`config.mk`:
```
export PLATFORM = sky130hd
export DESIGN_NAME = drc_axi_write_responder
export DESIGN_NICKNAME = d
export VERILOG_FILES = /design/src/rtl/drc_axi_write_responder.sv
export SDC_FILE = /design/constraint.sdc
export NUM_CORES = 1
export LEC_CHECK = 0
export CORE_MARGIN = 1.5
export CORE_UTILIZATION = 45
export DETAILED_ROUTE_END_ITERATION = 8
export PLACE_DENSITY = 0.81
export SYNTH_ARGS = -nofsm -noshare
export SYNTH_HDL_FRONTEND = slang
export SYNTH_SLANG_ARGS = --single-unit
```
`constraint.sdc`:
```
create_clock -name i_clk -period 16.4 [get_ports i_clk]
set_input_delay 1.64 -clock i_clk [delete_from_list [all_inputs] [get_ports i_clk]]
set_output_delay 1.64 -clock i_clk [all_outputs]
set_load 0.01 [all_outputs]
```
`src/rtl/drc_axi_write_responder.sv`:
```
// Single-burst AXI write slave: accepts one AW burst, forwards valid beats to a
// registered memory write port, and returns OKAY/SLVERR with per-outcome counters.
module drc_axi_write_responder #(
  parameter int unsigned p_cnt_width = 16
) (
  input  logic                   i_clk,
  input  logic                   i_rst,
  input  logic [31:0]            awaddr,
  input  logic [7:0]             awlen,
  input  logic [2:0]             awsize,
  input  logic [1:0]             awburst,
  input  logic [3:0]             awcache,
  input  logic [2:0]             awproto,
  input  logic                   awvalid,
  output logic                   awready,
  input  logic [127:0]           wdata,
  input  logic [15:0]            wstrb,
  input  logic                   wlast,
  input  logic                   wvalid,
  output logic                   wready,
  output logic [1:0]             bresp,
  output logic                   bvalid,
  input  logic                   bready,
  input  logic                   mem_full,
  output logic                   mem_wr,
  output logic [31:0]            mem_addr,
  output logic [127:0]           mem_data,
  output logic [15:0]            mem_strb,
  output logic [p_cnt_width-1:0] bursts_ok,
  output logic [p_cnt_width-1:0] bursts_err
);

  localparam int unsigned addr_w = 32;
  localparam int unsigned data_w = 128;
  localparam int unsigned strb_w = 16;
  localparam int unsigned len_w  = 8;
  localparam int unsigned span_w = 16;

  typedef enum logic [1:0] {IDLE, DATA, RESP} state_e;

  state_e                 state_q, state_d;
  logic                   awready_q, awready_d;
  logic                   bvalid_q, bvalid_d;
  logic [1:0]             bresp_q, bresp_d;
  logic                   mem_wr_q, mem_wr_d;
  logic [addr_w-1:0]      mem_addr_q, mem_addr_d;
  logic [data_w-1:0]      mem_data_q, mem_data_d;
  logic [strb_w-1:0]      mem_strb_q, mem_strb_d;
  logic [p_cnt_width-1:0] ok_q, ok_d;
  logic [p_cnt_width-1:0] err_cnt_q, err_cnt_d;
  logic [len_w-1:0]       cnt_q, cnt_d;
  logic [addr_w-1:0]      beat_addr_q, beat_addr_d;
  logic                   err_q, err_d;

  logic              aw_hs, w_hs, b_hs;
  logic              last_beat, beat_err, aw_err;
  logic [span_w-1:0] span_end;
  logic              unused_inputs;

  assign unused_inputs = ^{awcache, awproto};

  // W channel is throttled straight from the sink's full flag
  assign wready = (state_q == DATA) && !mem_full;

  assign aw_hs     = awvalid && awready_q;
  assign w_hs      = wvalid && wready;
  assign b_hs      = bvalid_q && bready;
  assign last_beat = (cnt_q == '0);
  assign beat_err  = err_q || (wlast != last_beat);
  // Offset within the 4 KB page plus burst byte length must not pass the page end
  assign span_end  = span_w'(awaddr[11:0]) + ((span_w'(awlen) + span_w'(1)) << 4);
  assign aw_err    = (awsize != 3'b100) || (awburst != 2'b01) || (span_end > span_w'(4096));

  always_comb begin
    state_d     = state_q;
    bvalid_d    = bvalid_q;
    bresp_d     = bresp_q;
    mem_wr_d    = 1'b0;
    mem_addr_d  = mem_addr_q;
    mem_data_d  = mem_data_q;
    mem_strb_d  = mem_strb_q;
    ok_d        = ok_q;
    err_cnt_d   = err_cnt_q;
    cnt_d       = cnt_q;
    beat_addr_d = beat_addr_q;
    err_d       = err_q;
    case (state_q)
      IDLE: begin
        if (aw_hs) begin
          beat_addr_d = {awaddr[31:4], 4'b0000};
          cnt_d       = awlen;
          err_d       = aw_err;
          state_d     = DATA;
        end
      end
      DATA: begin
        if (w_hs) begin
          err_d       = beat_err;
          cnt_d       = cnt_q - len_w'(1);
          beat_addr_d = beat_addr_q + addr_w'(16);
          if (!beat_err) begin
            mem_wr_d   = 1'b1;
            mem_addr_d = beat_addr_q;
            mem_data_d = wdata;
            mem_strb_d = wstrb;
          end
          // Burst length is set by awlen alone; wlast only feeds the error check
          if (last_beat) begin
            state_d  = RESP;
            bvalid_d = 1'b1;
            bresp_d  = beat_err ? 2'b10 : 2'b00;
          end
        end
      end
      RESP: begin
        if (b_hs) begin
          bvalid_d = 1'b0;
          state_d  = IDLE;
          err_d    = 1'b0;
          if (err_q) err_cnt_d = err_cnt_q + p_cnt_width'(1);
          else       ok_d      = ok_q + p_cnt_width'(1);
        end
      end
      default: state_d = IDLE;
    endcase
    awready_d = (state_d == IDLE);
  end

  always_ff @(posedge i_clk or posedge i_rst) begin
    if (i_rst) begin
      state_q     <= IDLE;
      awready_q   <= 1'b0;
      bvalid_q    <= 1'b0;
      bresp_q     <= 2'b00;
      mem_wr_q    <= 1'b0;
      mem_addr_q  <= '0;
      mem_data_q  <= '0;
      mem_strb_q  <= '0;
      ok_q        <= '0;
      err_cnt_q   <= '0;
      cnt_q       <= '0;
      beat_addr_q <= '0;
      err_q       <= 1'b0;
    end else begin
      state_q     <= state_d;
      awready_q   <= awready_d;
      bvalid_q    <= bvalid_d;
      bresp_q     <= bresp_d;
      mem_wr_q    <= mem_wr_d;
      mem_addr_q  <= mem_addr_d;
      mem_data_q  <= mem_data_d;
      mem_strb_q  <= mem_strb_d;
      ok_q        <= ok_d;
      err_cnt_q   <= err_cnt_d;
      cnt_q       <= cnt_d;
      beat_addr_q <= beat_addr_d;
      err_q       <= err_d;
    end
  end

  assign awready    = awready_q;
  assign bvalid     = bvalid_q;
  assign bresp      = bresp_q;
  assign mem_wr     = mem_wr_q;
  assign mem_addr   = mem_addr_q;
  assign mem_data   = mem_data_q;
  assign mem_strb   = mem_strb_q;
  assign bursts_ok  = ok_q;
  assign bursts_err = err_cnt_q;

endmodule

```
==> results.yml, run 1 <==
run_status:
  outcome: "finished clean"
grt:
  antenna_found_initial: 12
  met1_usage: 0.288
  busiest_layer: "met2"
  grt.total_usage: 0.244
  grt_pass1_vias: 8944
  grt_first_pass_wirelength_um: 50500
  use_met2: 0.421
  grt_max_degree: 105
  grt.met3_usage: 0.0490
  grt_overflow: 0
cells_and_area:
  fin_nets: 1521
  drive_above_1_share: 0.177
  final_util: 0.661
  area_growth_pct: 44.4
  fillers: 1888
pwr:
  switching_share: 0.318
  powerDensity_mw_per_mm2: 163
  clkPwrFrac: 0.242
  power_frac_seq: 0.365
  internal_power_w: 0.00185
  max-vdd-ir-drop_mv: 0.0994
  switchingPower_w: 0.000863
  pwr-share-comb: 0.393
  p_leak_nw: 7.57
cts:
  holdBufCountCts: 0
  worstSkewPairLatency_ns: 0.54
  cts_resized: 0
  cts_made_buffers: 28
  clk_pin_slew_worst_paths_ns: 0.06
  cts_tree: "built"
  cts.sinks: 247
  post_cts_buffers: 0
  clockRootBuffer: "clkbuf_16"
  ctsHtreeMaxLevel: 1
  clockBufferDepth: 3
sta:
  worst_pin_slew_ns: 1.19
  setup_tns_ns: 0
  max_slew_margin: 0.209
  max_freq_mhz: 201
  min_period_ns: 4.97
  fin_skew_ns: 0.0135
  maxSlewViolCount: 0
  fin_crit_sh: 0.303
  hold_viol_final: 0
  setup_viol: 0
  grt_setup_unrepaired: "false"
synth:
  synth.area.top_cells: "dfrtp_1 (54%), mux2_4 (13%), mux2_2 (6.4%)"
  synth.avg_cell_area_um2: 12.8
  netlist_area_mm2: 0.0115
  synth_top_cell_by_area: "dfrtp_1"
  ys_ff_latch: 247
  async_flop_share: 1.00
  netlist_instances: 903
  synth_edf_count: 0
  yosysTopAreaCellShare: 0.536
  synth_warnings: 0
  yosysUniqueCellTypes: 60
  ys.flop_type: "dfrtp_1"
  yosysSeqAreaShare: 0.536
detailed_routing:
  vias: 8829
  ant_nets: 0
  drc: 0
  first_iter_violations: 564
  wl_per_cell_um: 20.1
  firstDrtPassIters: 5
  routed_wl_um: 33400
  vias_per_cell: 5.31
worst_setup_path:
  endpoint: "mem_data[124]"
  critPathLaunch: "wlast"
  timing.rr.end: "mem_data[124]"
  worstPathMaxFanout: 64
  r2r_start: "cnt_q[3]"
  crit_type: "input port to flip-flop"
  ff2ff_path_depth: 7
  r2r_setup_slack_ns: 11.56
  cp.required_ns: 16.81
  critical_path.endpoint_type: "flip-flop"
  critPathArrivalTime_ns: 5.38
  startpoint_type: "input port"
placement:
  hpwl_um: 24100
  io_buffers: 404
  gp_congestion: 0.845
worst_hold_path:
  hp-class: "flip-flop to flip-flop"
floorplanning:
  start_util: 0.458
  fp.coreArea_mm2: 0.0252
  dieArea_mm2: 0.0266
  rows: 58
  die_w_um: 163
  ios: 417
  die_h_um: 163
flow_run:
  cap_violations: 0
[state kept, by name, summed over array words and instances, names as in the netlist]
signal       count
mem_data       128
mem_addr        28
mem_wr           1
mem_strb        16
err_q            1
bursts_err      16
bvalid           1
bresp            1
bursts_ok       16
state_q          2
cnt_q            8
awready          1
beat_addr_q     28
[layout by cell type, fill, tap and decap left out, drive strengths merged, types with 3 or more instances in the layout]
cell	instances
nor2	39
nand2	59
a21oi	67
xor2	9
buf	5
nand4	18
o22ai	11
mux2i	3
bufinv	3
clkbuf	40
a21o	3
conb	5
and4	3
nand3	35
nor3	8
clkdlybuf4s50	404
mux2	171
inv	18
or4	5
diode	13
nand2b	6
or3	5
a31oi	7
nor2b	3
dfrtp	247
and3	6
clkinv	7
a2bb2oi	4
o22a	5
o21ai	37
nor4	4
o211ai	5
ha	19
xnor2	29
[how the worst min path moves through the flow]
stage / startpoint / end / slack [ns] / cells past startpoint
CTS: bursts_ok[15] / bursts_ok[15] / 0.49 / 1
floorplan: beat_addr_q[29] / beat_addr_q[29] / 0.46 / 1
global placement: bursts_ok[15] / bursts_ok[15] / 0.46 / 1
global route: bursts_err[6] / bursts_err[6] / 0.50 / 1
detailed placement: bursts_ok[15] / bursts_ok[15] / 0.47 / 1
finish: bursts_err[15] / bursts_err[15] / 0.48 / 1
[power groups by stage]
stage	Sequential [W]	Combinational (W)	Clock, W
final	0.000992	0.00107	0.000657
after global routing	0.00102	0.00115	0.000695
after CTS	0.000991	0.00107	0.000670
after detailed placement	0.000997	0.00106	0
after global placement	0.000979	0.00104	0
after floorplan	0.00105	0.000466	0
[through the flow]
step | worst slack [ns] | hold slack (ns) | power (W) | std cells | area, um2
after floorplan | 7.97 | 0.460 | 0.00152 | 907 | 11500
after global placement | 10.85 | 0.462 | 0.00202 | 1598 | 15600
after detailed placement | 10.83 | 0.473 | 0.00206 | 1598 | 15600
after CTS | 11.39 | 0.486 | 0.00273 | 1650 | 16600
after global routing | 11.23 | 0.497 | 0.00286 | 1662 | 16700
final | 11.43 | 0.480 | 0.00272 | 1663 | 16700
[worst max-delay path: stages]
cell,delay (ns)
clkdlybuf4s50_1,0.55
xnor2_2,0.14
or3_4,0.81
buf_4,0.92
buf_4,0.83
mux2_2,0.43
[layer usage]
layer	up-vias	wire length [um]
met5	-	0
met2	340	16900
li1	4041	-
met3	89	2200
met4	0	1490
met1	4359	12800
[synthesized netlist by cell type (all sizes together) (2+ instances only)]
master	count
nor4	4
ha	19
a21boi	2
buf	28
o21a	2
o211ai	5
nand2	59
a21oi	67
nand3	35
a211o	2
or3	5
nor2b	3
mux2i	3
a211oi	2
o22ai	11
a21o	3
or4b	2
mux2	171
o2111ai	2
a2bb2oi	4
inv	17
or4	5
and4	3
nand4	18
nand2b	6
xor2	9
or2	2
a31o	2
and3	6
o22a	5
o21ai	37
clkbuf	20
dfrtp	247
a31oi	7
nor3	8
xnor2	29
nor2	39
[cell families (layout without fill, tap and decap cells)]
family | after synthesis | in the layout | share of synthesized area
compound gates | 158 | 158 | 0.0806
xor+xnor | 38 | 38 | 0.0295
fa+ha+maj | 20 | 20 | 0.0223
buf+inv | 65 | 478 | 0.0432
flops | 247 | 247 | 0.536
mux | 174 | 174 | 0.202
other cells | 1 | 18 | 0.000325
simple gates | 200 | 200 | 0.0860
[cell type report]
class,count,area (um2),area share
clock inverter,12,153,0.00916
antenna,13,32.5,0.00195
sequential,247,6180,0.371
inverter,17,71.3,0.00428
timing repair buffer,409,4080,0.245
clock buffer,40,836,0.0502
tap,330,413,0.0248
multi-input combinational,595,4890,0.293
No activity file was read; power rests on OpenSTA's default activity.
==> run 2: changes to the inputs <==
==> constraint.sdc (replaced) <==
create_clock -name i_clk -period 4.6 [get_ports i_clk]
set_input_delay 0.46 -clock i_clk [delete_from_list [all_inputs] [get_ports i_clk]]
set_output_delay 0.46 -clock i_clk [all_outputs]
set_load 0.01 [all_outputs]
==> run 2 against run 1 <==
Utilization down 0.25 points. Global-route usage down 0.84 points. Clock power rose to 3.2 times the previous value. Final cell count down 0.18%. First-iteration DRC count down 2.3%. Combinational power rose to 3.5 times the previous value. Clock skew down 0.0066 ns. Power rose to 3.5 times the previous value. Non-clock buffer count up 4. Worst setup slack worse by 10 ns. Critical path depth unchanged. Clock-buffer cell count up 2. Largest power group unchanged.
==> results.yml, run 2 (synthesis results as in run 1) <==
detailed_routing:
  first_iter_violations: 551
  routed_wl_um: 32400
  vias_per_cell: 5.29
  vias: 8779
  firstDrtPassIters: 5
  ant_nets: 0
  drc: 0
  wl_per_cell_um: 19.5
sta:
  grt_setup_unrepaired: "false"
  max_slew_margin: 0.235
  fin_skew_ns: 0.00695
  worst_pin_slew_ns: 1.15
  max_freq_mhz: 288
  fin_crit_sh: 0.755
  hold_viol_final: 0
  setup_ws_ns: 1.13
  setup_viol: 0
  min_period_ns: 3.47
  maxSlewViolCount: 0
  setup_tns_ns: 0
cells_and_area:
  final_common_cell: "clkdlybuf4s50_1"
  area_growth_pct: 43.9
  fin_cells: 1660
  drive_above_1_share: 0.173
  final_util: 0.659
  largest_reg_flops: 128
  layout_common_cells: "clkdlybuf4s50_1 (404), dfrtp_1 (247), mux2_4 (100)"
  fin_nets: 1525
placement:
  gp_congestion: 0.845
  pre_cts_ws_ns: 1.11
  hpwl_um: 24100
  dp_cells: 1602
  io_buffers: 404
floorplanning:
  die_h_um: 163
  dieArea_mm2: 0.0266
  start_util: 0.458
  die_w_um: 163
  rows: 58
  fp.coreArea_mm2: 0.0252
  ios: 417
cts:
  cts.sinks: 247
  cts_resized: 0
  clockBufferDepth: 3
  worstSkewPairLatency_ns: 0.53
  holdBufCountCts: 0
  cts_tree: "built"
  ctsHtreeMaxLevel: 1
  clk_pin_slew_worst_paths_ns: 0.06
  cts_made_buffers: 28
  clockRootBuffer: "clkbuf_16"
  post_cts_buffers: 0
worst_setup_path:
  critPathArrivalTime_ns: 3.88
  crit_type: "flip-flop to flip-flop"
  ff2ff_path_depth: 6
  crit_buf_inv: 1
  critical_path.endpoint_type: "flip-flop"
  cp_top_family: "simple AND/OR/NAND/NOR gates"
  worstPathMaxFanout: 53
  slowest_delay_ns: 0.70
  cp_cell_sequence: "or4_1 > or4b_4 > xnor2_2 > or3_4 > buf_4 > mux2_2"
  startpoint_type: "flip-flop"
  slowest_stage: "or3_4"
  cp.required_ns: 5.01
  crit_cells: 6
flow_run:
  cap_violations: 0
pwr:
  power_frac_seq: 0.375
  max-vdd-ir-drop_mv: 0.343
  clkPwrFrac: 0.223
  switchingPower_w: 0.00299
  power_w: 0.00941
  internal_power_w: 0.00642
  powerDensity_mw_per_mm2: 567
  pwr-share-comb: 0.402
  p_leak_nw: 7.53
  switching_share: 0.318
run_status:
  outcome: "finished clean"
grt:
  grt_pass1_vias: 8693
  grt_overflow: 0
  grt_max_degree: 94
  antenna_found_initial: 7
  grt.total_usage: 0.236
  grt_first_pass_wirelength_um: 48900
worst_hold_path:
  hp-class: "input port to async pin"
-- run 2: changes by cell type in the layout (fill, tap and decap cells not counted) --
cell / change
clkbuf_1: +4
buf_12: +3
bufinv_16: -3
clkbuf_8: -3
diode_2: -3
clkinv_2: -2
clkinvlp_4: +2
buf_4: +1
clkbuf_16: +1
clkinv_8: -1
inv_6: -1
inv_8: -1
-- run 2: per-stage QoR --
step           hold WS, ns  cell area, um2
2_1_floorplan        0.460           11600
3_3_place_gp         0.462           15700
3_5_place_dp         0.467           15700
4_1_cts              0.467           16600
5_1_grt              0.503           16600
6_report             0.466           16600
-- run 2: worst paths after layout --
path / to / start / slack [ns]
worst max-delay path: mem_addr[23] / cnt_q[3] / 1.13
worst min-delay path: mem_data[54] / i_rst / 0.47
worst max register to register: mem_addr[23] / cnt_q[3] / 1.13
worst min register to register: bursts_ok[15] / bursts_ok[15] / 0.47
max in group asynchronous: mem_data[85] / i_rst / 3.05
min in group i_clk: bursts_ok[15] / bursts_ok[15] / 0.47
-- run 2: area by class of cell --
type                    instances  area [um2]
diodes                         10        25.0
clock buffers                  42         835
clock inverters                 6        35.0
fillers                      1808        8590
inverters                      17        67.6
multi-input cells             595        4890
flip-flops and latches        247        6180
well taps                     330         413
repair buffers                413        4150
-- run 2: worst register-to-register path, stage by stage (launching register included) --
cell and delay (ns):
dfrtp_1 0.44, or4_1 0.58, or4b_4 0.53, xnor2_2 0.16, or3_4 0.70, buf_4 0.54
mux2_2 0.41
-- run 2: metal layers --
metal / track usage / routed length, um / part of all wire / up-vias
li1: - / - / - / 4031
met1: 0.283 / 12600 / 0.39 / 4371
met2: 0.415 / 16900 / 0.52 / 320
met3: 0.0477 / 2060 / 0.063 / 57
met4: 0.0917 / 975 / 0.030 / 0
met5: 0 / 0 / 0 / -
-- run 2: power by group through the flow --
stage          logic [W]  clock network [W]  registers (W)
3_3_place_gp     0.00370                  0        0.00349
6_report         0.00378            0.00210        0.00353
5_1_grt          0.00406            0.00224        0.00364
2_1_floorplan    0.00166                  0        0.00374
3_5_place_dp     0.00378                  0        0.00356
4_1_cts          0.00380            0.00215        0.00353
